--- config.mk ---
export PLATFORM = sky130hd
export DESIGN_NAME = wide_aggregator
export DESIGN_NICKNAME = d
export VERILOG_FILES = /design/src/rtl/agg_pkg.sv /design/src/rtl/agg_out_stage.sv /design/src/rtl/wide_aggregator.sv
export SDC_FILE = /design/constraint.sdc
export NUM_CORES = 1
export LEC_CHECK = 0
export CORE_ASPECT_RATIO = 1.2
export CORE_MARGIN = 2
export CORE_UTILIZATION = 53
export DETAILED_ROUTE_END_ITERATION = 7
export HOLD_SLACK_MARGIN = 0.02
export MAX_ROUTING_LAYER = met4
export PLACE_DENSITY = 0.78
export SLEW_MARGIN = 30
export SYNTH_ARGS = -nofsm -noshare
export SYNTH_HDL_FRONTEND = slang
export SYNTH_SLANG_ARGS = --single-unit
--- constraint.sdc ---
create_clock -name clk -period 4.6 [get_ports clk]
set_input_delay 0.92 -clock clk [delete_from_list [all_inputs] [get_ports clk]]
set_output_delay 0.92 -clock clk [all_outputs]
set_load 0.03 [all_outputs]
--- src/rtl/agg_pkg.sv ---
// Shared types and helpers for the wide aggregator: FSM states, count-width
// derivation, fetch-width clamping and lane slicing.
package agg_pkg;

  typedef enum logic [1:0] {
    ST_IDLE,
    ST_PACK,
    ST_CLOSE_WAIT
  } agg_state_e;

  function automatic int cnt_width(input int max_fw);
    return $clog2(max_fw + 1);
  endfunction

  // Requested widths outside 1..max_fw saturate rather than wrap.
  function automatic int clamp_fw(input int req, input int max_fw);
    if (req < 1) return 1;
    if (req > max_fw) return max_fw;
    return req;
  endfunction

  function automatic int lane_lsb(input int lane, input int data_w);
    return lane * data_w;
  endfunction

endpackage

--- src/rtl/agg_out_stage.sv ---
// Output holding register: keeps a packed group and its lane count stable
// until the receiver accepts it.
module agg_out_stage #(
  parameter int GROUP_W = 64,
  parameter int CNT_W   = 4
) (
  input  logic               clk,
  input  logic               rst_n,
  input  logic               load,
  input  logic [GROUP_W-1:0] load_data,
  input  logic [CNT_W-1:0]   load_count,
  input  logic               receiver_full_n,
  output logic [GROUP_W-1:0] receiver_data,
  output logic [CNT_W-1:0]   receiver_count,
  output logic               receiver_enq,
  output logic               out_valid,
  output logic               out_free
);

  logic [GROUP_W-1:0] data_q, data_d;
  logic [CNT_W-1:0]   count_q, count_d;
  logic               valid_q, valid_d;

  always_comb begin
    // NOTE: every signal gets a default before any branch, so no path leaves a
    // value unassigned and no latch is inferred.
    data_d       = data_q;
    count_d      = count_q;
    valid_d      = valid_q;
    receiver_enq = valid_q & receiver_full_n;
    out_free     = ~valid_q | receiver_full_n;
    if (receiver_enq) valid_d = 1'b0;
    if (load) begin
      valid_d = 1'b1;
      data_d  = load_data;
      count_d = load_count;
    end
  end

  // NOTE: sequential state uses non-blocking assignments only.
  always_ff @(posedge clk or negedge rst_n) begin
    if (!rst_n) begin
      data_q  <= '0;
      count_q <= '0;
      valid_q <= 1'b0;
    end else begin
      data_q  <= data_d;
      count_q <= count_d;
      valid_q <= valid_d;
    end
  end

  assign receiver_data  = data_q;
  assign receiver_count = count_q;
  assign out_valid      = valid_q;

endmodule

--- src/rtl/wide_aggregator.sv ---
// Packs 1..MAX_FETCH_WIDTH sender words into one wide receiver word, with a
// runtime fetch width, explicit partial flush and a registered output stage.
module wide_aggregator
  import agg_pkg::*;
#(
  parameter int DATA_WIDTH          = 8,
  parameter int MAX_FETCH_WIDTH     = 8,
  parameter int DEFAULT_FETCH_WIDTH = 2,
  parameter int CNT_W               = cnt_width(MAX_FETCH_WIDTH)
) (
  input  logic                                  clk,
  input  logic                                  rst_n,
  input  logic [DATA_WIDTH-1:0]                 sender_data,
  input  logic                                  sender_empty_n,
  output logic                                  sender_deq,
  output logic [MAX_FETCH_WIDTH*DATA_WIDTH-1:0] receiver_data,
  output logic [CNT_W-1:0]                      receiver_count,
  input  logic                                  receiver_full_n,
  output logic                                  receiver_enq,
  input  logic                                  change_fetch_width,
  input  logic [CNT_W-1:0]                      input_fetch_width,
  input  logic                                  flush,
  output logic                                  busy
);

  localparam int GROUP_W = MAX_FETCH_WIDTH * DATA_WIDTH;
  localparam logic [CNT_W-1:0] FW_RST =
    CNT_W'(clamp_fw(DEFAULT_FETCH_WIDTH, MAX_FETCH_WIDTH));

  agg_state_e state_q, state_d;
  logic [CNT_W-1:0] cnt_q, cnt_d, fw_q, fw_d, fw_next_q, fw_next_d, cnt_inc;
  logic pending_cfg_q, pending_cfg_d, pending_flush_q, pending_flush_d;
  logic [MAX_FETCH_WIDTH-1:0][DATA_WIDTH-1:0] pack_q, pack_d;
  logic [GROUP_W-1:0] grp_data;
  logic close_pending, close_req, load, out_free, out_valid;

  always_comb begin
    state_d         = state_q;
    cnt_d           = cnt_q;
    fw_d            = fw_q;
    fw_next_d       = fw_next_q;
    pending_cfg_d   = pending_cfg_q;
    pending_flush_d = pending_flush_q;
    pack_d          = pack_q;
    grp_data        = '0;
    load            = 1'b0;

    // Any pending close freezes the pack register until the group moves out.
    close_pending = (state_q == ST_CLOSE_WAIT) | pending_cfg_q | pending_flush_q;
    // Gated by rst_n so the pop request is low for the whole reset interval.
    sender_deq    = rst_n & sender_empty_n & (cnt_q < fw_q) & ~close_pending;

    for (int l = 0; l < MAX_FETCH_WIDTH; l++)
      if (sender_deq && cnt_q == CNT_W'(l)) pack_d[l] = sender_data;
    cnt_inc   = cnt_q + CNT_W'(sender_deq);
    close_req = (cnt_inc != '0) & ((cnt_inc == fw_q) | close_pending);

    for (int l = 0; l < MAX_FETCH_WIDTH; l++)
      if (CNT_W'(l) < cnt_inc) grp_data[lane_lsb(l, DATA_WIDTH) +: DATA_WIDTH] = pack_d[l];

    if (close_req) begin
      if (out_free) begin
        load            = 1'b1;
        cnt_d           = '0;
        pending_flush_d = 1'b0;
        state_d         = ST_IDLE;
        if (pending_cfg_q) begin
          fw_d          = fw_next_q;
          pending_cfg_d = 1'b0;
        end
      end else begin
        cnt_d   = cnt_inc;
        state_d = ST_CLOSE_WAIT;
      end
    end else begin
      cnt_d   = cnt_inc;
      state_d = (cnt_inc != '0) ? ST_PACK : ST_IDLE;
      if (pending_cfg_q && cnt_inc == '0) begin
        fw_d          = fw_next_q;
        pending_cfg_d = 1'b0;
      end
    end

    // A flush coinciding with a close is absorbed by that close.
    if (flush && !close_req && cnt_inc != '0) pending_flush_d = 1'b1;
    if (change_fetch_width) begin
      fw_next_d     = CNT_W'(clamp_fw(int'(input_fetch_width), MAX_FETCH_WIDTH));
      pending_cfg_d = 1'b1;
    end
  end

  always_ff @(posedge clk or negedge rst_n) begin
    if (!rst_n) begin
      state_q         <= ST_IDLE;
      cnt_q           <= '0;
      fw_q            <= FW_RST;
      fw_next_q       <= FW_RST;
      pending_cfg_q   <= 1'b0;
      pending_flush_q <= 1'b0;
    end else begin
      state_q         <= state_d;
      cnt_q           <= cnt_d;
      fw_q            <= fw_d;
      fw_next_q       <= fw_next_d;
      pending_cfg_q   <= pending_cfg_d;
      pending_flush_q <= pending_flush_d;
    end
  end

  // NOTE: the pack lanes are pure datapath and are not reset; cnt_q alone
  // says which lanes are valid, and unused lanes are zeroed on load.
  always_ff @(posedge clk) pack_q <= pack_d;

  agg_out_stage #(
    .GROUP_W (GROUP_W),
    .CNT_W   (CNT_W)
  ) u_out_stage (
    .clk             (clk),
    .rst_n           (rst_n),
    .load            (load),
    .load_data       (grp_data),
    .load_count      (cnt_inc),
    .receiver_full_n (receiver_full_n),
    .receiver_data   (receiver_data),
    .receiver_count  (receiver_count),
    .receiver_enq    (receiver_enq),
    .out_valid       (out_valid),
    .out_free        (out_free)
  );

  assign busy = (cnt_q != '0) | out_valid | pending_cfg_q | pending_flush_q;

endmodule

==> out/summary.txt, run 1 <==
Number of vias per cell after detailed routing: 5.96
Cell type group with the largest total delay on the critical path: simple AND/OR/NAND/NOR gates
Clk network pwr share: 35.7%
Clock transition at the register clock pins on the worst setup and hold paths after CTS: 0.06 ns
Slew Limit Fails: 0
Post-synthesis instance area: 5780 um2
Clock network latency to the later pin of the worst-skew pair: 0.41 ns
Hold Violations, Final: 0
Postcts setup bufs: 0
Site Rows: 41
RSZ-0062 raised after global routing: no
Sequential cell area: 3410 um2
Met3 usage: 5.44%
Setup-failing EPs final: 0
Global route hottest layer: met2
Area overhead of the layout relative to synthesis: 27.1%
Startpoint of the most critical register-to-register path: cnt_q[2]$_DFF_PN0_
Detail-routed net length per standard cell: 20.8 um
Final critical-path share of the clock period: 88.1%
Logic depth of the worst register-to-register path: 13
Crit path DAT: 4.37 ns
Synthesized area per cell: 13.7 um2
Share of async-settable or async-resettable flops after synthesis: 57.0%
Ordered list of cells on the worst path: clkdlybuf4s50_1, and4bb_2, a32oi_1, nor3_1, ha_1, ha_1, xor3_1, and4b_1, a21o_1, nand2b_2, buf_4, buf_4, o31ai_1
Setup slack on the worst flop-to-flop path: 0.60 ns
Max rail drop VDD: 0.309 mV
Count of pins on the block boundary: 89
Total of max-cap violations: 0
CTS Hold Buffers Added: 0
Leading cell types in the layout, fill and taps excluded: clkdlybuf4s50_1 (87), dfrtp_1 (83), mux2_2 (70), dfxtp_1 (64), a32o_1 (49)
Synth unique cells: 55
Post-route antenna net violation count: 0
DRC viols: 0
Vias in the first global route: 4089
Crit-path slowest cell: clkdlybuf4s50_1
Leading cell type in the layout, fill and taps excluded: clkdlybuf4s50_1
Endpoint of the worst setup timing path: u_out_stage.receiver_data[62]$_DFFE_PN0P_
Fraction of layout cells with a size suffix above 1: 24.4%
Total Negative Setup Slacks: 0 ns
Switch share: 29.7%
Cell Pwr Density: 495 nW/um2
Count of yosys warnings during synthesis: 0
Design Power: 3.63 mW
Pin count of the biggest net entering global routing: 68
Cts bufs inserted: 17
Status: finished clean
Gate count of the mapped netlist: 421
Part of the power in combinational logic: 22.1%
Highest fanout seen on the critical path: 16
Worst-case clock buffer depth: 2
Power dissipated by switching net loads: 1.08 mW
Critical R2R Capture: u_out_stage.receiver_data[62]$_DFFE_PN0P_
Number of storage elements in the synthesis netlist: 149
Core Util, Final: 69.5%
Highest achievable clock rate: 0.247 GHz
Leakage: 3.27 nW
Clock Skews: 0.00560 ns
First-pass GRT wire length: 22100 um
Portion of the post-synthesis area used by sequential elements: 59.1%
Initial DRC Count: 293
Met1 track demand over resource: 30.9%
Drt pass-1 iters: 4
Source of the critical timing path: sender_empty_n
Number of input and output port buffers inserted: 88
Levels on crit path: 13
Core Footprint: 10600 um2
EDFF count, synth: 0
Diodes inserted: 0
Clock Sink Count: 149
Number of nets at the end of the flow: 542
Layout filler cell count: 759
Met2 track demand over resource in global routing: 40.4%
Cell internal pwr: 2.55 mW
Crit start category: primary input
Data required time at the worst endpoint: 4.91 ns
Endpoint type of the worst setup path: register
Height of the chip: 118 um
Routed wire length: 13700 um
Overall die area: 11800 um2
Net count of the mapped netlist: 444
Routed via count: 3942
Total half-perimeter wirelength after legalization and detailed placement: 9190 um
Least-Margin Pin Slew: 0.888 ns
Combined global-route utilization of all metal layers: 25.1%
Post-CTS resize count: 0
Minimum clock period: 4.05 ns
Clock root buffer: clkbuf_16
Chip width: 99.3 um
TritonCTS clock tree: yes
CP Buf/Inv Count: 3
Tightest Hold Check Type: in2async
Starting density of the core: 54.7%
Prevailing post-synth register cell: dfrtp_1
Max-slew headroom at the worst pin: 40.8%
Reg power frac: 42.2%
Antenna violations before repair: 0
Critical setup path kind: in2reg
CTS H-Tree Depth: 4
Delay of the slowest cell on the worst path: 0.53 ns
Residual overflow from global routing: 0
Multi-input gate area: 2170 um2
Weighted congestion reported at the end of routability-driven placement: 0.888
==> per-stage QoR <==
| step | area (um2) | worst slack, ns | std cells | hold WS, ns |
|---|---|---|---|---|
| floorplan | 5780 | 0.479 | 421 | 0.429 |
| global placement | 6780 | 0.381 | 629 | 0.444 |
| detailed placement | 6780 | 0.207 | 629 | 0.454 |
| CTS | 7340 | 0.582 | 661 | 0.387 |
| global route | 7340 | 0.220 | 661 | 0.392 |
| finish | 7340 | 0.547 | 661 | 0.389 |
==> sequential cells by signal, summed over array words and instances, names as in the netlist <==
signal and count:
cnt_q 4, pack_q 64, pending_flush_q 1, state_q 2
u_out_stage.receiver_data 64, u_out_stage.receiver_count 4, fw_next_q 4, u_out_stage.out_valid 1
fw_q 4, pending_cfg_q 1
==> power groups by stage <==
stage / combinational, mW / clock [mW] / sequential, mW
2_1_floorplan: 0.461 / 0 / 1.62
3_3_place_gp: 0.778 / 0 / 1.55
3_5_place_dp: 0.798 / 0 / 1.56
4_1_cts: 0.801 / 1.31 / 1.54
5_1_grt: 0.861 / 1.37 / 1.55
6_report: 0.801 / 1.30 / 1.53
==> logic make-up after synthesis <==
group / share of synthesized area (%)
buf+inv: 3.34
mux: 15.6
xor+xnor: 1.47
compound gates: 12.6
fa+ha+maj: 1.08
flops: 59.1
simple gates: 6.87
==> cell type report <==
cell class,instances,area share (%)
timing repair buffer,101,13.3
multi-input combinational,235,29.6
inverter,15,0.767
clock buffer,20,6.22
sequential,149,46.5
tap,129,2.20
clock inverter,12,1.43
==> routing by layer <==
layer  vias to the layer above  share of wire (%)
met3                        34                3.8
met1                      2000                 42
met4                         0                2.8
met2                       124                 51
li1                       1784                  -
met5                         -                  0
==> worst min-delay path by stage <==
stage	start	endpoint	slack, ns	cells past startpoint
floorplan	pack_q[63]$_DFF_P_	pack_q[63]$_DFF_P_	0.43	2
global placement	pack_q[63]$_DFF_P_	pack_q[63]$_DFF_P_	0.44	2
detailed placement	pack_q[63]$_DFF_P_	pack_q[63]$_DFF_P_	0.45	2
CTS	rst_n	fw_q[2]$_DFFE_PN0P_	0.39	1
global route	rst_n	fw_q[2]$_DFFE_PN0P_	0.39	1
finish	rst_n	fw_q[2]$_DFFE_PN0P_	0.39	1
==> synth_stat cells (3+ instances only) <==
master,n,area (um2)
mux2_2,70,788
nand4_1,3,18.8
nand2_1,7,26.3
nand3_1,4,20.0
xnor2_1,3,26.3
dfxtp_1,64,1280
o21ai_0,12,60.1
nor2_1,9,33.8
mux2i_1,10,100
buf_2,4,20.0
xor2_1,4,35.0
nor3_1,3,15.0
a32o_1,49,490
nand2b_1,4,25.0
dfrtp_1,83,2080
ha_1,5,62.6
o31ai_1,9,67.6
inv_1,15,56.3
and2_1,4,25.0
clkbuf_1,9,33.8
No activity file was read; power rests on OpenSTA's default activity.
==> inputs of run 2 (changes only) <==
--- a/config.mk
+++ b/config.mk
@@ -7,11 +7,11 @@
 export LEC_CHECK = 0
 export CORE_ASPECT_RATIO = 1.2
 export CORE_MARGIN = 2
-export CORE_UTILIZATION = 53
+export CORE_UTILIZATION = 40
 export DETAILED_ROUTE_END_ITERATION = 7
 export HOLD_SLACK_MARGIN = 0.02
 export MAX_ROUTING_LAYER = met4
-export PLACE_DENSITY = 0.78
+export PLACE_DENSITY = 0.61
 export SLEW_MARGIN = 30
 export SYNTH_ARGS = -nofsm -noshare
 export SYNTH_HDL_FRONTEND = slang
==> run 2 against run 1 <==
Against the previous run:
- non-clock buffer count grew 1
- first-iteration DRC count shrank 37%
- register-to-register slack gained 0.29 ns
- total power rose by 0.33%
- combinational power rose by 1%
- sequential share of layout area is 0.45 points lower
- wire length is 0.26% lower
- highest routed layer unchanged
- clock-buffer cell count is 1 lower
- critical endpoint is now u_out_stage.receiver_data[7]$_DFFE_PN0P_
- global-route usage fell by 6.0 points
- largest power group unchanged
==> out/summary.txt, run 2 (synthesis results as in run 1) <==
Status: finished clean
Highest achievable clock rate: 0.268 GHz (+8.5%)
Ordered list of cells on the worst path: clkdlybuf4s50_1, and4bb_2, a32oi_1, nor3_1, ha_1, ha_1, xor3_1, and4b_1, a21o_1, nand2b_2, buf_4, mux2_1
Crit path DAT: 4.03 ns (-0.34 ns)
Initial DRC Count: 184 (-37%)
Cell repeated most along the worst path: ha_1
Pin count of the biggest net entering global routing: 69 (+1.5%)
Diodes inserted: 0 (unchanged)
Core Footprint: 14200 um2 (+35%)
Clock Sink Count: 149 (unchanged)
Area overhead of the layout relative to synthesis: 28.4%
Total half-perimeter wirelength after legalization and detailed placement: 9230 um (+0.45%)
Least-Margin Pin Slew: 0.937 ns (+0.0491 ns)
Cts bufs inserted: 17 (unchanged)
CTS H-Tree Depth: 4 (unchanged)
Starting density of the core: 40.6% (-14 points)
Weighted congestion reported at the end of routability-driven placement: 0.891 (+0.32%)
Max-slew headroom at the worst pin: 37.5% (-3.3 points)
Hold Violations, Final: 0 (unchanged)
Chip width: 114 um (+14%)
First-pass GRT wire length: 21600 um (-1.9%)
Fraction of layout cells with a size suffix above 1: 24.6% (+0.14 points)
Overall die area: 15400 um2 (+31%)
Summed area of non-filler cells in the final layout: 7410 um2 (+0.99%)
Tightest Hold Check Type: in2async
Clock Skews: 0.00917 ns (+0.00356 ns)
Post-placement setup slack: 0.494 ns (+0.287 ns)
Final critical-path share of the clock period: 81.2% (-6.9 points)
Routed via count: 3868 (-1.9%)
Logic depth of the worst register-to-register path: 12 (-1)
TritonCTS clock tree: yes
Total Negative Setup Slacks: 0 ns (unchanged)
Detail-routed net length per standard cell: 19.3 um (-6.9%)
Count of pins on the block boundary: 89 (unchanged)
Crit-path slowest cell: clkdlybuf4s50_1
Post-layout worst setup margin: 0.863 ns (+0.316 ns)
Combined global-route utilization of all metal layers: 19.1% (-6.0 points)
Critical setup path kind: in2reg
Cell type group with the largest total delay on the critical path: simple AND/OR/NAND/NOR gates
Site Rows: 48 (+17%)
Post-CTS resize count: 0 (unchanged)
Clock root buffer: clkbuf_16
Setup-failing EPs final: 0 (unchanged)
Leading cell types in the layout, fill and taps excluded: clkdlybuf4s50_1 (87), dfrtp_1 (83), mux2_2 (70), dfxtp_1 (64), a32o_1 (49)
Number of nets at the end of the flow: 543 (+0.18%)
Highest fanout seen on the critical path: 14 (-2)
Design Power: 3.64 mW (+0.33%)
Clock transition at the register clock pins on the worst setup and hold paths after CTS: 0.06 ns (about the same)
Routed wire length: 13700 um (-0.26%)
Startpoint of the most critical register-to-register path: cnt_q[2]$_DFF_PN0_
Slew Limit Fails: 0 (unchanged)
CP Buf/Inv Count: 2 (-1)
Levels on crit path: 12 (-1)
Max rail drop VDD: 0.272 mV (-12%)
Crit start category: primary input
Vias in the first global route: 3906 (-4.5%)
RSZ-0062 raised after global routing: no
Non-filler instance count after layout: 708 (+7.1%)
Number of input and output port buffers inserted: 88 (unchanged)
Post-route antenna net violation count: 0 (unchanged)
Worst-case clock buffer depth: 2 (unchanged)
Total of max-cap violations: 0 (unchanged)
Height of the chip: 136 um (+15%)
DRC viols: 0 (unchanged)
Drt pass-1 iters: 4 (unchanged)
Source of the critical timing path: sender_empty_n
Antenna violations before repair: 0 (unchanged)
Number of vias per cell after detailed routing: 5.46 (-8.4%)
Leading cell type in the layout, fill and taps excluded: clkdlybuf4s50_1
Residual overflow from global routing: 0 (unchanged)
Post-DP Area: 6840 um2 (+0.96%)
CTS Hold Buffers Added: 0 (unchanged)
Core Util, Final: 52.1% (-17 points)
Worst hold slack after final layout: 0.390 ns (+0.000982 ns)
Cell Pwr Density: 491 nW/um2 (-0.65%)
Clock network latency to the later pin of the worst-skew pair: 0.42 ns (about the same)
Number of cells after detailed placement: 676 (+7.5%)
Delay of the slowest cell on the worst path: 0.52 ns (about the same)
Endpoint type of the worst setup path: register
Data required time at the worst endpoint: 4.89 ns (-0.02 ns)
Postcts setup bufs: 0 (unchanged)
Minimum clock period: 3.74 ns (-0.316 ns)
Leakage: 3.29 nW (+0.46%)
==> run 2: changes by cell type in the layout (fill, tap and decap cells not counted) <==
cell	delta
buf_6	+1
clkbuf_8	-1
clkinv_2	-1
clkinv_4	+1
clkinvlp_4	-2
inv_6	+2
inv_8	+1
==> run 2: area by class of cell <==
type,count,area [um2]
sequential,149,3410
inverter,15,56.3
timing repair buffer,102,987
clock buffer,19,443
clock inverter,13,123
fill,1210,6820
tap,175,219
multi-input combinational,235,2170
==> run 2: worst paths after layout <==
check	end	slack [ns]
min reg2reg	pack_q[57]$_DFF_P_	0.46
max in group asynchronous	pending_flush_q$_DFFE_PN0P_	3.28
max	u_out_stage.receiver_data[7]$_DFFE_PN0P_	0.86
min	u_out_stage.receiver_data[58]$_DFFE_PN0P_	0.39
min in group clk	pack_q[57]$_DFF_P_	0.46
max reg2reg	u_out_stage.receiver_data[7]$_DFFE_PN0P_	0.89
==> run 2: power by group <==
part	total (mW)	switching, mW	internal [mW]
logic	0.809	0.480	0.329
clock network	1.31	0.542	0.765
registers	1.53	0.0719	1.45
total	3.64	1.09	2.55
==> run 2: routing by layer <==
layer,vias up,track usage (%),part of all wire [%]
met2,104,29.2,48
met4,0,5.69,1.2
met5,-,-,0
met1,1967,25.7,45
li1,1784,-,-
met3,13,4.30,5.4
==> run 2: worst register-to-register path, cell delays in order (launching register included) <==
cell and delay [ns]:
dfrtp_1 0.59, ha_1 0.31, o21ai_0 0.27, a32oi_1 0.16, nor3_1 0.22, ha_1 0.26, ha_1 0.28, xor3_1 0.35
and4b_1 0.29, a21o_1 0.21, nand2b_2 0.10, buf_4 0.21, mux2_1 0.34
==> inputs of run 3 (changes only) <==
==> constraint.sdc (replaced) <==
create_clock -name clk -period 3.75 [get_ports clk]
set_input_delay 0.75 -clock clk [delete_from_list [all_inputs] [get_ports clk]]
set_output_delay 0.75 -clock clk [all_outputs]
set_load 0.03 [all_outputs]
==> run 3 against run 2 <==
Against the previous run:
- clock-buffer cell count grew 2
- sequential share of layout area shrank 0.64 points
- global-route usage increased by 1.0 points
- utilization up 0.74 points
- worst hold slack worse by 0.098 ns
- highest routed layer unchanged
- die area did not move
- cell area up 1.4%
- total power up 21%
- critical path type is now reg2reg
==> out/summary.txt, run 3 (synthesis results as in run 1) <==
Met1 track demand over resource: 26.4% (+0.73 points)
Switch share: 30.5% (+0.44 points)
CTS Hold Buffers Added: 0 (unchanged)
Site Rows: 48 (unchanged)
Starting density of the core: 40.6% (unchanged)
Data required time at the worst endpoint: 4.05 ns (-0.84 ns)
Post-DP Area: 6980 um2 (+2.0%)
Post-route antenna net violation count: 0 (unchanged)
Clock root buffer: clkbuf_16
Total of max-cap violations: 0 (unchanged)
Summed area of non-filler cells in the final layout: 7520 um2 (+1.4%)
Detail-routed net length per standard cell: 19.6 um (+1.6%)
Clock transition at the register clock pins on the worst setup and hold paths after CTS: 0.06 ns (about the same)
Residual overflow from global routing: 0 (unchanged)
Max rail drop VDD: 0.245 mV (-9.8%)
Core Footprint: 14200 um2 (unchanged)
Tightest Hold Check Type: in2async
Number of nets at the end of the flow: 559 (+2.9%)
First-pass GRT wire length: 22900 um (+5.7%)
Part of the power in combinational logic: 23.4% (+1.2 points)
Core Util, Final: 52.8% (+0.74 points)
Diodes inserted: 0 (unchanged)
Max-slew headroom at the worst pin: 51.8% (+14 points)
Antenna violations before repair: 0 (unchanged)
Clk network pwr share: 34.4% (-1.5 points)
Met2 track demand over resource in global routing: 30.9% (+1.7 points)
Cell Pwr Density: 588 nW/um2 (+20%)
Slew Limit Fails: 0 (unchanged)
Highest fanout seen on the critical path: 43 (+29)
Weighted congestion reported at the end of routability-driven placement: 0.885 (-0.68%)
Crit path DAT: 3.80 ns (-0.23 ns)
Power dissipated by switching net loads: 1.35 mW (+23%)
Layout filler cell count: 1265 (+4.5%)
Leakage: 3.35 nW (+1.9%)
Count of pins on the block boundary: 89 (unchanged)
Vias in the first global route: 4105 (+5.1%)
Height of the chip: 136 um (unchanged)
Status: finished clean
Crit start category: register
CTS H-Tree Depth: 4 (unchanged)
Cts bufs inserted: 17 (unchanged)
Cell internal pwr: 3.07 mW (+21%)
Postcts setup bufs: 0 (unchanged)
Overall die area: 15400 um2 (unchanged)
DRC viols: 0 (unchanged)
Final critical-path share of the clock period: 93.4%
Clock Skews: 0.00685 ns (-0.00232 ns)
Combined global-route utilization of all metal layers: 20.1% (+1.0 points)
Leading cell type in the layout, fill and taps excluded: clkdlybuf4s50_1
Chip width: 114 um (unchanged)
Global route hottest layer: met2
Number of vias per cell after detailed routing: 5.50 (+0.67%)
Pin count of the biggest net entering global routing: 74 (+7.2%)
TritonCTS clock tree: yes
Hold Violations, Final: 0 (unchanged)
Drt pass-1 iters: 5 (+1)
Worst hold slack after final layout: 0.292 ns (-0.0981 ns)
Post-CTS resize count: 0 (unchanged)
Clock Sink Count: 149 (unchanged)
Worst-case clock buffer depth: 2 (unchanged)
Reg power frac: 42.2% (+0.3 points)
Total Negative Setup Slacks: 0 ns (unchanged)
Highest achievable clock rate: 0.286 GHz
Number of input and output port buffers inserted: 88 (unchanged)
RSZ-0062 raised after global routing: no
Leading cell types in the layout, fill and taps excluded: clkdlybuf4s50_1 (87), dfrtp_1 (83), mux2_2 (70), dfxtp_1 (64), a32o_1 (49)
Fraction of layout cells with a size suffix above 1: 26.8% (+2.2 points)
Clock network latency to the later pin of the worst-skew pair: 0.42 ns (about the same)
Design Power: 4.42 mW (+21%)
Setup-failing EPs final: 0 (unchanged)
Routed via count: 3982 (+2.9%)
Routed wire length: 14200 um (+3.9%)
Endpoint type of the worst setup path: register
Area overhead of the layout relative to synthesis: 30.2%
Least-Margin Pin Slew: 0.723 ns (-0.214 ns)
Met3 usage: 4.16% (-0.13 points)
Total half-perimeter wirelength after legalization and detailed placement: 9340 um (+1.2%)
Minimum clock period: 3.50 ns
Initial DRC Count: 184 (unchanged)
Critical setup path kind: reg2reg
run 3: cell types whose count changed in the layout (fill, tap and decap cells not counted), sizes merged:
cell,delta
clkinvlp,+2
clkbuf,+2
clkinv,-1
buf,+16
inv,-2
bufinv,-1
run 3: layout make-up:
class | count | area [um2] | share of cell area [%]
clock buffers | 21 | 450 | 5.99
clock inverters | 11 | 78.8 | 1.05
inverters | 15 | 56.3 | 0.749
multi-input cells | 235 | 2180 | 29.0
flip-flops and latches | 149 | 3410 | 45.4
well taps | 175 | 219 | 2.91
repair buffers | 118 | 1120 | 14.9
run 3: metrics by stage:
step                std cells  setup slack [ns]
finish                    724             0.249
global route              724           0.00321
CTS                       724             0.270
detailed placement        692            -0.114
global placement          692          -0.00533
floorplan                 421            0.0843
run 3: final timing paths:
kind | startpoint | endpoint | slack [ns] | cells after the start
max | fw_q[2]$_DFFE_PN0P_ | u_out_stage.receiver_data[16]$_DFFE_PN0P_ | 0.25 | 13
min | rst_n | u_out_stage.receiver_count[2]$_DFFE_PN0P_ | 0.29 | 2
max reg2reg | fw_q[2]$_DFFE_PN0P_ | u_out_stage.receiver_data[16]$_DFFE_PN0P_ | 0.25 | 13
min reg2reg | pack_q[61]$_DFF_P_ | pack_q[61]$_DFF_P_ | 0.47 | 2
max in group asynchronous | rst_n | u_out_stage.receiver_data[59]$_DFFE_PN0P_ | 2.76 | 2
min in group clk | pack_q[61]$_DFF_P_ | pack_q[61]$_DFF_P_ | 0.47 | 2
run 3: worst max-delay path, stage by stage (launching register included):
cell	delay (ns)
dfrtp_1	0.38
inv_1	0.08
ha_1	0.26
o21ai_0	0.30
a32oi_1	0.17
nor3_2	0.18
ha_1	0.22
ha_1	0.28
xor3_1	0.36
and4b_1	0.29
a21o_1	0.20
nand2b_2	0.10
buf_4	0.29
a32o_1	0.27
run 3: routing by layer:
| layer | vias up | part of all wire [%] |
|---|---|---|
| met2 | 102 | 48 |
| met4 | 0 | 2.3 |
| met1 | 2044 | 45 |
| met3 | 21 | 4.3 |
| li1 | 1815 | - |
| met5 | - | 0 |
run 3: power by group through the flow:
stage | Sequential, mW | Clock [mW] | Combinational (mW)
finish | 1.87 | 1.52 | 1.03
global placement | 1.89 | 0 | 1.01
CTS | 1.87 | 1.55 | 1.04
detailed placement | 1.90 | 0 | 1.03
global route | 1.89 | 1.62 | 1.11
floorplan | 1.99 | 0 | 0.566
